$ cat src/rtl/pipe_ctrl_pkg.sv
// Shared types for the pipeline stall/flush sequencer: FSM states and the bundle of
// register-bank control lines.
package pipe_ctrl_pkg;

  localparam int ZERO_REG_DFLT = 31;

  typedef enum logic [1:0] {
    RUN      = 2'd0,
    LU_STALL = 2'd1,
    BR_FLUSH = 2'd2,
    MEM_WAIT = 2'd3
  } pipe_state_t;

  typedef struct packed {
    logic pc_en;
    logic if_id_en;
    logic id_ex_en;
    logic ex_mem_en;
    logic mem_wb_en;
    logic if_id_flush;
    logic id_ex_flush;
  } pipe_ctrl_t;

  localparam pipe_ctrl_t CTRL_FREEZE = '{default: 1'b0};
  localparam pipe_ctrl_t CTRL_NORMAL = '{pc_en: 1'b1, if_id_en: 1'b1, id_ex_en: 1'b1,
                                         ex_mem_en: 1'b1, mem_wb_en: 1'b1,
                                         if_id_flush: 1'b0, id_ex_flush: 1'b0};
  localparam pipe_ctrl_t CTRL_FLUSH  = '{pc_en: 1'b1, if_id_en: 1'b1, id_ex_en: 1'b1,
                                         ex_mem_en: 1'b1, mem_wb_en: 1'b1,
                                         if_id_flush: 1'b1, id_ex_flush: 1'b1};
  // Hold PC and IF/ID, push a bubble into ID/EX, let the older stages drain.
  localparam pipe_ctrl_t CTRL_STALL  = '{pc_en: 1'b0, if_id_en: 1'b0, id_ex_en: 1'b1,
                                         ex_mem_en: 1'b1, mem_wb_en: 1'b1,
                                         if_id_flush: 1'b0, id_ex_flush: 1'b1};

endpackage

$ cat src/rtl/pipe_hazard_ctrl_hazard_detect.sv
// Combinational load-use comparator: flags an ID instruction reading the register a load
// in EX is about to write. The zero register never creates a dependency.
module hazard_detect #(
  parameter int REG_ADDR_W = 5,
  parameter int ZERO_REG   = 31
) (
  input  logic [REG_ADDR_W-1:0] id_rn,
  input  logic [REG_ADDR_W-1:0] id_rm,
  input  logic                  id_uses_rm,
  input  logic                  ex_mem_read,
  input  logic [REG_ADDR_W-1:0] ex_rd,
  output logic                  hazard
);
  localparam logic [REG_ADDR_W-1:0] ZR = REG_ADDR_W'(ZERO_REG);

  logic rn_hit, rm_hit;

  assign rn_hit = (ex_rd == id_rn);
  assign rm_hit = id_uses_rm && (ex_rd == id_rm);
  assign hazard = ex_mem_read && (ex_rd != ZR) && (rn_hit || rm_hit);

endmodule

$ cat src/rtl/pipe_hazard_ctrl.sv
// Stall/flush sequencer for the 5-stage pipeline: drives bank enables/clears and PC enable.
// Optional STALL_PERF_CNT_EN adds a saturating stall-cycle counter with synchronous clear.
module pipe_hazard_ctrl
  import pipe_ctrl_pkg::*;
#(
  parameter int REG_ADDR_W     = 5,
  parameter int ZERO_REG       = ZERO_REG_DFLT,
  parameter int BRANCH_PENALTY = 2,
  parameter int MEM_TIMEOUT    = 15
) (
  input  logic                  clk,
  input  logic                  reset,
  input  logic [REG_ADDR_W-1:0] id_rn,
  input  logic [REG_ADDR_W-1:0] id_rm,
  input  logic                  id_uses_rm,
  input  logic                  ex_mem_read,
  input  logic [REG_ADDR_W-1:0] ex_rd,
  input  logic                  ex_branch_taken,
  input  logic                  mem_busy,
  output logic                  pc_en,
  output logic                  if_id_en,
  output logic                  id_ex_en,
  output logic                  ex_mem_en,
  output logic                  mem_wb_en,
  output logic                  if_id_flush,
  output logic                  id_ex_flush,
  output logic                  mem_timeout
`ifdef STALL_PERF_CNT_EN
  ,
  input  logic                  stall_cnt_clr,
  output logic [31:0]           stall_cycles
`endif
);
  localparam int                WCW      = $clog2(MEM_TIMEOUT + 1);
  localparam logic [WCW-1:0]    WAIT_MAX = WCW'(MEM_TIMEOUT);
  localparam logic [1:0]        BR_INIT  = 2'(BRANCH_PENALTY - 1);

  pipe_state_t    state, state_n, ret_state, ret_n, eff;
  logic [1:0]     br_cnt, br_cnt_n;
  logic [WCW-1:0] wait_cnt, wait_cnt_n;
  logic           tmo_set, hazard;
  pipe_ctrl_t     ctrl, ctrl_q;

  hazard_detect #(.REG_ADDR_W(REG_ADDR_W), .ZERO_REG(ZERO_REG)) u_hd (
    .id_rn       (id_rn),
    .id_rm       (id_rm),
    .id_uses_rm  (id_uses_rm),
    .ex_mem_read (ex_mem_read),
    .ex_rd       (ex_rd),
    .hazard      (hazard)
  );

  always_ff @(posedge clk or negedge reset) begin
    if (!reset) begin
      state       <= RUN;
      ret_state   <= RUN;
      br_cnt      <= '0;
      wait_cnt    <= '0;
      mem_timeout <= 1'b0;
    end else begin
      state     <= state_n;
      ret_state <= ret_n;
      br_cnt    <= br_cnt_n;
      wait_cnt  <= wait_cnt_n;
      if (tmo_set) mem_timeout <= 1'b1;
    end
  end

  // The cycle mem_busy drops out of MEM_WAIT is decided as if already back in the saved state.
  assign eff = (state == MEM_WAIT && !mem_busy) ? ret_state : state;

  always_comb begin
    state_n    = state;
    ret_n      = ret_state;
    br_cnt_n   = br_cnt;
    wait_cnt_n = wait_cnt;
    tmo_set    = 1'b0;
    ctrl       = CTRL_FREEZE;
    if (mem_busy) begin
      state_n = MEM_WAIT;
      if (state == MEM_WAIT) begin
        if (wait_cnt == WAIT_MAX) tmo_set = 1'b1;
        else                      wait_cnt_n = wait_cnt + 1'b1;
      end else begin
        wait_cnt_n = WCW'(1);
        ret_n      = (state == BR_FLUSH) ? BR_FLUSH : RUN;
      end
    end else begin
      wait_cnt_n = '0;
      case (eff)
        BR_FLUSH: begin
          ctrl = CTRL_FLUSH;
          if (br_cnt <= 2'd1) begin
            state_n  = RUN;
            br_cnt_n = '0;
          end else begin
            state_n  = BR_FLUSH;
            br_cnt_n = br_cnt - 2'd1;
          end
        end
        default: begin
          state_n = RUN;
          if (ex_branch_taken) begin
            ctrl = CTRL_FLUSH;
            if (BRANCH_PENALTY > 1) begin
              state_n  = BR_FLUSH;
              br_cnt_n = BR_INIT;
            end
          end else if (hazard && eff == RUN) begin
            ctrl    = CTRL_STALL;
            state_n = LU_STALL;
          end else begin
            ctrl = CTRL_NORMAL;
          end
        end
      endcase
    end
  end

  assign ctrl_q      = reset ? ctrl : CTRL_FREEZE;
  assign pc_en       = ctrl_q.pc_en;
  assign if_id_en    = ctrl_q.if_id_en;
  assign id_ex_en    = ctrl_q.id_ex_en;
  assign ex_mem_en   = ctrl_q.ex_mem_en;
  assign mem_wb_en   = ctrl_q.mem_wb_en;
  assign if_id_flush = ctrl_q.if_id_flush;
  assign id_ex_flush = ctrl_q.id_ex_flush;

`ifdef STALL_PERF_CNT_EN
  always_ff @(posedge clk or negedge reset) begin
    if (!reset)                                      stall_cycles <= '0;
    else if (stall_cnt_clr)                          stall_cycles <= '0;
    else if (!ctrl.pc_en && stall_cycles != '1)      stall_cycles <= stall_cycles + 32'd1;
  end
`endif

endmodule

$ cat config.mk
export PLATFORM = sky130hd
export DESIGN_NAME = pipe_hazard_ctrl
export DESIGN_NICKNAME = d
export VERILOG_FILES = /design/src/rtl/pipe_ctrl_pkg.sv /design/src/rtl/pipe_hazard_ctrl_hazard_detect.sv /design/src/rtl/pipe_hazard_ctrl.sv
export SDC_FILE = /design/constraint.sdc
export NUM_CORES = 1
export LEC_CHECK = 0
export CAP_MARGIN = 20
export CORE_MARGIN = 2
export CORE_UTILIZATION = 31
export CTS_CLUSTER_DIAMETER = 150
export DETAILED_ROUTE_END_ITERATION = 12
export MAX_ROUTING_LAYER = met4
export SYNTH_ARGS = -nofsm -noshare
export SYNTH_HDL_FRONTEND = slang
export SYNTH_SLANG_ARGS = --single-unit
$ cat constraint.sdc
create_clock -name clk -period 3.6 [get_ports clk]
set_input_delay 0.36 -clock clk [delete_from_list [all_inputs] [get_ports clk]]
set_output_delay 0.36 -clock clk [all_outputs]
set_load 0.02 [all_outputs]
Word level (Yosys, flattened, before mapping)
Cells that the tools add are included.
Word-level totals
  register bits after elaboration: 11
  output and inout bits: 8
Cells by class
  add/sub/neg operators: 2
  order comparisons: 1
  eq/ne operators: 8
  multiplexer cells: 21
  bitwise logic cells: 2
  reduce and logical (&&, ||, !) cells: 11
Operators by type and width (count)
  7-bit two-way mux: 5
  2-bit two-way mux: 9
  4-bit two-way mux: 3
  5-bit equality test: 2
  2-bit equality test, second input constant: 3
  1-bit logical AND: 5
  5-bit != test, second input constant: 1
  4-bit by 1-bit adder with 4-bit output, second input constant: 1
  4-bit equality test, second input constant: 1
  1-bit two-way mux: 4
  2-bit AND reduction: 2
  3-bit != test, second input constant: 1
  2-bit by 1-bit <= comparator with 1-bit output, second input constant: 1
  2-bit zero test: 1
  1-bit NOT: 2
  2-bit nonzero test: 1
  2-bit by 1-bit subtractor with 2-bit output, second input constant: 1
  1-bit zero test: 1
  1-bit logical OR: 1

Depth between registers and ports, before layout
  word-level depth: 10
  gate-level depth with buffers: 6

By module
Synthesis repeated with hierarchy kept, for this count alone.
Second synthesis, totals
  cells, all modules: 78
  area total of the unflattened synthesis: 694.4 sq um
By module, submodules not included
  pipe_hazard_ctrl: instances 1, cells an instance 60, area an instance 566.8 sq um
  hazard_detect: instances 1, cells an instance 18, area an instance 127.6 sq um

Worst setup path after synthesis
No wires, ideal clock.
  path type: in2out
  start point: input mem_busy
  end point: output id_ex_flush
  arrival: 1.897 ns
  path slack: 1.343 ns
  stages on the path: 4
  path buffers: 1
  cell sequence: buf_6 nor2b_1 a21boi_0 o21bai_1
On the way
  longest elaborated chain between the ends: 10
  elaborated cells on any way between the ends: 11
  those cells by class: eq/ne: 1; mux: 6; reduce/logical: 4
RTL lines
  start, declared: line pipe_hazard_ctrl.sv:19  | input logic mem_busy,
  1-bit zero test: line pipe_hazard_ctrl.sv:70  | assign eff = (state == MEM_WAIT && !mem_busy) ? ret_state : state;
  1-bit logical AND: line pipe_hazard_ctrl.sv:70
  2-bit two-way mux: line pipe_hazard_ctrl.sv:70
  2-bit zero test: line pipe_hazard_ctrl.sv:109  | end else if (hazard && eff == RUN) begin
  1-bit logical AND: line pipe_hazard_ctrl.sv:109
  7-bit two-way mux: line pipe_hazard_ctrl.sv:109
  7-bit two-way mux: line pipe_hazard_ctrl.sv:103  | if (ex_branch_taken) begin
  7-bit two-way mux: line pipe_hazard_ctrl.sv:90  | case (eff)
  7-bit two-way mux *: line pipe_hazard_ctrl.sv:79  | if (mem_busy) begin
  7-bit two-way mux *: line pipe_hazard_ctrl.sv:120  | assign ctrl_q = reset ? ctrl : CTRL_FREEZE;
  end, declared: line pipe_hazard_ctrl.sv:26  | output logic id_ex_flush,
Mark *: on every way between the ends. The rest lies on a longest branch, timed or not.

Worst setup path after layout
  start point: input reset
  end point: output id_ex_flush
On the way
  longest elaborated chain between the ends: 1
RTL lines
  start, declared: line pipe_hazard_ctrl.sv:12  | input logic reset,
  7-bit two-way mux: line pipe_hazard_ctrl.sv:120
No other way between the ends.

==> out/metrics.yaml <==
clocking:
  count_of_clock_tree_sinks: 10
  cts-resized-gates: 0
  cts.root.buffer_cell: "clkbuf_4"
  clock_path_buffers: 2
  cts_hold_repair.buffers: 0
  cts_inserted_buffers: 3
  clkTransAtPathRegs_ns: 0.06
  clock_tree_from_tritoncts: "yes"
  clock_insertion_delay_worst_skew_ns: 0.26
  post-cts-setup-buffers: 0
  number_of_levels_the_h_tree_was_split_into: 1
route:
  drcViolationCount: 0
  drt_pass1_iterations: 4
  drt_first_iter_violations: 2
  detail_route.wl_per_cell_um: 11.48
  vias: 598
  remaining_number_of_nets_flagged_by_the_antenna_check_after_routing: 0
  finalWirelength_um: 1470
  vias_per_cell: 4.672
floorplanning:
  initial_core_util_pct: 33.33
  core_region_area_sq_um: 1982
  die_y_um: 50.17
  ioPinCount: 29
  rows: 16
  die_w_um: 50.17
  fp.dieArea_sq_um: 2517
synthesis:
  syn-num-nets: 94
  synth.cells.most_frequent: "dfrtp_1, xor2_1, nor2_1"
  synth_edf_count: 0
  asyncSetResetFlopFracSynth_pct: 100.0
  yosysMostFrequentCell: "dfrtp_1"
  synth_top_area_share_pct: 37.88
  syn_inst: 72
  syn_avg_cell_area_sq_um: 9.175
  netlist_top_cells_area: "dfrtp_1, xor2_1, a21oi_1, nand3_1, buf_4"
  ys_warn_count: 0
  yosys.area.top_type: "dfrtp_1"
  synth.cell_area_sq_um: 660.6
  synth.distinct_cells: 28
  ys_ff_latch: 10
  synth-seq-area-share_pct: 37.88
  synth_flop_cell: "dfrtp_1"
timing:
  finalWorstPathRequiredPeriod_ns: 2.706
  max_freq_mhz: 369.5
  final-max-slew-violation-count: 0
  setup_violations: 0
  rsz_0062_raised_after_global_routing: "no"
  tightestPinTransition_ns: 0.3309
  setup_total_negative_slack_ns: 0
  hold_viol: 0
  timing.final.crit_share_pct: 75.18
  max_slew_margin_pct: 77.89
  finClkSkew_ns: 0.002958
worst_setup_path:
  worst-endpoint-required_ns: 3.24
  cp-start-kind: "primary input"
  setup.worst_path.class: "in2out"
  slowest_delay_ns: 0.61
  cp_top_family: "buffers and inverters"
  cell_occurring_most_often_along_the_worst_timing_path: "clkdlybuf4s50_1"
  cp_num_buf_inv: 3
  terminus_of_the_critical_flop_to_flop_path: "br_cnt[1]"
  worst-r2r-cell-count: 4
  worst_r2r_startpoint: "ret_state[1]"
  worst_setup_path_end_kind: "output port"
  crit_arrival_ns: 2.35
  cp_max_fo: 11
  critical_path.cell_chain: "clkdlybuf4s50_1 -> buf_4 -> nor2b_1 -> a21boi_0 -> o21bai_1 -> clkdlybuf4s50_1"
  timing.critical_path.slowest_stage_cell: "clkdlybuf4s50_1"
  reg2reg_slack_ns: 2.36
pwr:
  cellPowerDensity_nw_per_um2: 307.7
  vdd_drop_max_mv: 0.2417
  leakagePower_nw: 0.4106
global_route:
  grt_start_max_net_pins: 12
  globalRouteMet1Util_pct: 17.92
  use_met2_pct: 18.20
  global_route.usage.total_pct: 13.07
  grt_antenna_before_repair: 0
  met3_usage_pct: 1.488
  grt_first_pass_wirelength_um: 2470
  grt_pass1_vias: 575
  globalRouteOverflowTotal: 0
  grt_busiest_layer: "met2"
run:
  max-cap-violations: 0
cells_and_area:
  n_antenna_cell: 0
  postLayoutCellArea_sq_um: 984.7
  filler_cell_count: 188
  area.growth.synth_to_final_pct: 49.05
  layout.nets: 124
  share_of_cells_above_drive_strength_1_pct: 5.941
  final_core_utilization_pct: 49.68
placed_design:
  place_area_sq_um: 948.4
  globalplace.congestion: 0.6836
  portBuffers: 28
  dp_hpwl_um: 1170
outcome:
  run_status: "complete, no violations"
hold_path:
  hp-class: "in2async"
==> per-layer routing <==
metal / routed length (um) / part of all wire [%]
met2: 665 / 45
met3: 91 / 6.2
met1: 692 / 47
met4: 21 / 1.4
met5: 0 / 0
==> logic make-up (layout without fill, tap and decap cells) <==
kind of cell | Yosys count | count (layout) | share of synthesized area, %
flops | 10 | 10 | 37.88
mux | 2 | 2 | 3.030
xor+xnor | 11 | 11 | 14.58
compound gates | 17 | 17 | 17.23
buf+inv | 9 | 38 | 7.954
simple gates | 22 | 22 | 17.42
fa+ha+maj | 1 | 1 | 1.894
==> sequential cells by signal (all words and copies together), names as in the netlist <==
name	count
ret_state	1
wait_cnt	4
mem_timeout	1
state	2
br_cnt	2
==> worst register-to-register path, stage by stage (launching register included) <==
cell and delay, ns:
dfrtp_1 0.38, nor2b_1 0.14, o21ai_2 0.28, mux2i_1 0.24, a21oi_1 0.08
==> through the flow <==
step	setup slack (ns)	power (mW)	hold slack (ns)	instances
finish	0.8937	0.3030	0.3850	128
global route	0.7003	0.3208	0.3936	128
CTS	0.8681	0.3072	0.3843	128
detailed placement	0.8664	0.2074	0.4666	124
global placement	0.9056	0.2071	0.4636	124
floorplan	1.343	0.1677	0.06441	72
==> cell usage in the layout (no fill, tap or decap), types with 2 or more instances in the layout <==
master | netlist | layout
nand3_1 | 5 | 5
clkdlybuf4s50_1 | 0 | 28
a31oi_1 | 2 | 2
dfrtp_1 | 10 | 10
nor2_1 | 6 | 6
o21bai_1 | 2 | 2
inv_1 | 5 | 5
clkbuf_4 | 0 | 3
nand2_1 | 2 | 2
mux2i_1 | 2 | 2
a21oi_1 | 5 | 5
xor2_1 | 9 | 9
nor2b_1 | 2 | 2
xnor2_1 | 2 | 2
nor3_1 | 3 | 3
==> how the worst max path moves through the flow <==
stage | slack [ns] | end | from | cells after the start
2_1_floorplan | 1.34 | id_ex_flush | mem_busy | 4
3_3_place_gp | 0.91 | pc_en | mem_busy | 6
3_5_place_dp | 0.87 | id_ex_flush | reset | 6
4_1_cts | 0.87 | id_ex_flush | reset | 6
5_1_grt | 0.70 | id_ex_flush | reset | 6
6_report | 0.89 | id_ex_flush | reset | 6
==> where the power goes <==
part	leakage, nW	switching, mW	internal [mW]
combinational	0.263	0.0341	0.0446
clock	0.0210	0.0368	0.0614
sequential	0.127	0.00673	0.119
total	0.411	0.0777	0.225
==> area by class of cell <==
cell class                      instances  area, sq um  share of cell area, %
Multi-Input combinational cell         53        357.8                  36.34
Timing Repair Buffer                   29        287.8                  29.22
Sequential cell                        10        250.2                  25.41
Clock buffer                            4        36.28                  3.685
Tap cell                               27        33.78                  3.431
Inverter                                5        18.77                  1.906
Note: power is estimated with default switching activity, not from simulation.
